--- src/rtl/reaction_game_pkg.sv ---
// Shared types and defaults for the reaction-game countdown timer.
package reaction_game_pkg;

    typedef enum logic [1:0] {
        CD_IDLE    = 2'd0,
        CD_RUN     = 2'd1,
        CD_EXPIRED = 2'd2
    } cd_state_t;

    localparam int CD_WIDTH_DEFAULT = 14;

endpackage

--- src/rtl/reaction_game_countdown.sv ---
// Loadable millisecond down-counter for the reaction game.
// Handles the random pre-LED wait and the "too slow" timeout.
// When the counter reaches zero it raises a one-cycle done pulse.
// It then holds the expired level until the next start, abort or reset.
// Optional feature macro: REACTION_GAME_COUNTDOWN_PAUSE_EN.
// When defined, it adds a pause input that freezes the count while running.
module reaction_game_countdown
    import reaction_game_pkg::*;
#(
    parameter int WIDTH = CD_WIDTH_DEFAULT
) (
    input  logic             clk,
    input  logic             reset,
    input  logic             tick,
    input  logic             start,
    input  logic [WIDTH-1:0] load_val,
    input  logic             abort,
`ifdef REACTION_GAME_COUNTDOWN_PAUSE_EN
    input  logic             pause,
`endif
    output logic [WIDTH-1:0] remaining,
    output logic             busy,
    output logic             done,
    output logic             expired
);

    cd_state_t        state_q, state_d;
    logic [WIDTH-1:0] rem_q, rem_d;
    logic             done_q, done_d;
    logic             hold_c;

    // Pause only gates ticks; start/abort keep their priority regardless.
`ifdef REACTION_GAME_COUNTDOWN_PAUSE_EN
    assign hold_c = pause;
`else
    assign hold_c = 1'b0;
`endif

    // Next state / next count, priority abort > start > tick.
    always_comb begin
        state_d = state_q;
        rem_d   = rem_q;
        done_d  = 1'b0;
        if (abort) begin
            state_d = CD_IDLE;
            rem_d   = '0;
        end else if (start) begin
            rem_d = load_val;
            if (load_val == '0) begin
                state_d = CD_EXPIRED;
                done_d  = 1'b1;
            end else begin
                state_d = CD_RUN;
            end
        end else if (state_q == CD_RUN && tick && !hold_c) begin
            // A count of 0 cannot occur in CD_RUN; treating it like 1 keeps the counter from wrapping.
            if (rem_q <= WIDTH'(1)) begin
                rem_d   = '0;
                state_d = CD_EXPIRED;
                done_d  = 1'b1;
            end else begin
                rem_d = rem_q - WIDTH'(1);
            end
        end
    end

    // State, count and done registers; reset wins over every input.
    always_ff @(posedge clk) begin
        if (reset) begin
            state_q <= CD_IDLE;
            rem_q   <= '0;
            done_q  <= 1'b0;
        end else begin
            state_q <= state_d;
            rem_q   <= rem_d;
            done_q  <= done_d;
        end
    end

    assign remaining = rem_q;
    assign busy      = (state_q == CD_RUN);
    assign expired   = (state_q == CD_EXPIRED);
    assign done      = done_q;

endmodule

--- config.mk ---
export PLATFORM = sky130hd
export DESIGN_NAME = reaction_game_countdown
export DESIGN_NICKNAME = d
export VERILOG_FILES = /design/src/rtl/reaction_game_pkg.sv /design/src/rtl/reaction_game_countdown.sv
export SDC_FILE = /design/constraint.sdc
export NUM_CORES = 1
export LEC_CHECK = 0
export BUFFER_PORTS_ARGS = -buffer_cell sky130_fd_sc_hd__buf_2
export CORE_MARGIN = 5
export CORE_UTILIZATION = 44
export CTS_CLUSTER_DIAMETER = 80
export DETAILED_ROUTE_END_ITERATION = 10
export PLACE_DENSITY = 0.72
export REMOVE_ABC_BUFFERS = 1
export SYNTH_ARGS = -nofsm -noshare
export SYNTH_HDL_FRONTEND = slang
export SYNTH_SLANG_ARGS = --single-unit
--- constraint.sdc ---
create_clock -name clk -period 1.93 [get_ports clk]
set_input_delay 0.386 -clock clk [delete_from_list [all_inputs] [get_ports clk]]
set_output_delay 0.386 -clock clk [all_outputs]
set_load 0.1 [all_outputs]
==> summary.txt <==
status -> complete, no violations
Least-Margin Pin Slew -> 491 ps
pre-CTS setup slack -> 44.6 ps
Worst Setup Slack, final -> 48.3 ps
sequential cell area fraction in the yosys report -> 33.1%
RSZ-0062 raised after global routing -> false
global-route wire length before repair -> 5450 µm
endpoint class of the critical path -> register
Synth Register Bits -> 17
core area -> 2210 µm²
# IOs -> 36
Die Y-Extent -> 58.3 µm
Mapped Avg Cell Area -> 8.15 µm²
final setup vio count -> 0
layout cells sized above 1 -> 36.2%
Critical Path RT -> 2170 ps
GRT overflow -> 0
First-pass DRT Iterations -> 4
Cell Count Post-Placement -> 197
maximum fanout along the worst path -> 6
period utilization -> 97.5%
post-DP HPWL -> 2500 µm
critical-path cell list -> or4_4, or4_4, or3_1, a21oi_1
post-DR vias/cell -> 6.08
mapped cell area -> 1030 µm²
IR drop worst, VDD -> 0.000434 V
Core Rows -> 17
Max clock buf depth -> 2
register share of total power -> 41.9%
TritonCTS clock tree -> done
Yosys warning count -> 0
Initial DRC Count -> 40
Pint -> 0.552 mW
Max Cap Viol -> 0
Hold Crit Class -> primary input to register
fillers -> 216
clock transition at the registers of the reported paths -> 110 ps
port bufs -> 35
die area -> 3400 µm²
die width -> 58.3 µm
Sw Share -> 39.4%
Clock Power Share -> 22.2%
Post-synth EDFFs -> 0
fin cells -> 202
detailed-route via count -> 1,228
Worst-Skew Late Latency -> 290 ps
count of cell types in the netlist -> 42
vias in the first global route -> 1,192
type of the worst setup path -> register to register
Area growth, synth to finish -> 32.4%
total power draw -> 0.910 mW
number of antenna violations at the first check in global routing -> 0
sw power -> 0.359 mW
Setup Skew -> 4.76 ps
Static Leak -> 0.612 nW
area of the multi-input gates -> 669 µm²
Post-Route WL -> 3230 µm
hold-fix buffers at CTS -> 0
CTS root buf -> clkbuf_4
clk sink count -> 17
crit-path leading delay family -> simple AND/OR/NAND/NOR gates
Setup TNS -> 0 ps
number of buffers created by CTS -> 3
worst path bufs/invs -> 0
routed length per placed instance -> 16.0 µm
Nets -> 196
GRT Util Overall -> 20.4%
Initial Utilization -> 46.4%
Syn Inst Count -> 126
Final GP Congestion -> 0.916
largest net degree at the start of global routing -> 14
Most common cell on crit path -> or4_4
Final Hold Fails -> 0
Max-slew headroom -> 67.5%
Max stage delay on crit path -> 530 ps
Final ANT Viol Nets -> 0
fin. max-slew vios -> 0
minimum clock period -> 1880 ps
P per Cell Area -> 669 nW/µm²
Reg area -> 342 µm²
startpoint types -> register
DRC -> 0
Gate power share -> 35.9%
Primary FF master, synth -> dfxtp_1
antenna cells -> 0
Critical-path top delay cell -> or4_4
async set-reset flop share out of synthesis -> 0%
H-tree Lvls -> 1
Fmax -> 531 MHz
Worst EP arrival -> 2120 ps
==> power by group through the flow <==
stage               registers [mW]  logic (mW)  clock network, mW
finish                       0.381       0.326              0.203
global route                 0.385       0.350              0.219
CTS                          0.381       0.321              0.201
global placement             0.388       0.318                  0
detailed placement           0.389       0.320                  0
floorplan                    0.482       0.129                  0
==> routing by layer <==
layer,vias to the layer above,part of all wire [%],track usage [%],wire length [µm]
li1,594,-,-,-
met5,-,0,0,0
met4,0,0.90,5.96,29
met3,4,10,3.51,322
met2,64,47,32.7,1520
met1,566,42,28.0,1360
==> stage by stage <==
stage,utilization (%),cell area (µm²),hold WS (ps)
2_1_floorplan,-,1010,468
3_3_place_gp,59.3,1310,485
3_5_place_dp,59.3,1310,505
4_1_cts,60.5,1340,326
5_1_grt,61.5,1360,321
6_report,61.5,1360,329
==> synthesized netlist by cell type (all sizes together), types with 2 or more instances <==
cell type	number	area [µm²]
nand2	4	15.0
nand4	2	12.5
inv	3	11.3
nor2	8	30.0
o211a	2	20.0
a21oi	14	70.1
nor4	6	37.5
a31oi	6	37.5
dfxtp	17	340
xor2	2	17.5
clkbuf	3	11.3
nand3	4	20.0
o31ai	4	30.0
or3	6	41.3
o21ai	9	45.0
and2	3	18.8
o22ai	3	18.8
ha	2	25.0
or4	5	45.0
or2	2	12.5
a41o	2	20.0
==> worst register-to-register path, stage by stage, from the launching register on <==
cell and delay [ps]:
dfxtp_1 370, or4_4 530, or4_4 500, or3_1 310, a21oi_1 120
==> cell usage in the layout, fill, tap and decap left out, types with 4 or more instances in the layout <==
master and instances:
nor2_1 8, nor4_1 6, buf_4 13, a31oi_1 6, a21oi_1 14, o31ai_1 4
nand3_1 4, buf_2 35, dfxtp_1 16, o21ai_0 9, nand2_1 4
==> path summary, 6_finish.rpt <==
check	start	slack (ps)	cells after the start	endpoint
max	remaining[4]	50	4	remaining[8]
max reg2reg	remaining[4]	50	4	remaining[8]
min reg2reg	state_q[1]	530	2	state_q[1]
min	load_val[3]	330	2	remaining[3]
==> flip-flops by register name (all words and copies together) (netlist names) <==
register	count
done	1
remaining	14
state_q	2
==> kinds of logic after synthesis <==
family          count (synthesis)  share of synthesized area [%]
xor+xnor                        3                           2.56
flops                          17                           33.1
simple gates                   48                           28.6
fa+ha+maj                       2                           2.44
compound gates                 47                           29.4
buf+inv                         8                           2.92
mux                             1                          0.974
==> layout make-up <==
cell class | instances | area share, %
Inverter | 4 | 1.10
Sequential cell | 17 | 25.1
Tap cell | 28 | 2.58
Timing Repair Buffer | 48 | 20.1
Multi-Input combinational cell | 101 | 49.2
Clock buffer | 4 | 1.93
==> what timing repair did <==
action / in CTS / in global routing
setup endpoints to repair: 0 / 9
buffers inserted: 0 / 1
resized for setup: 0 / 3
Power figures use the tool's default switching activity.
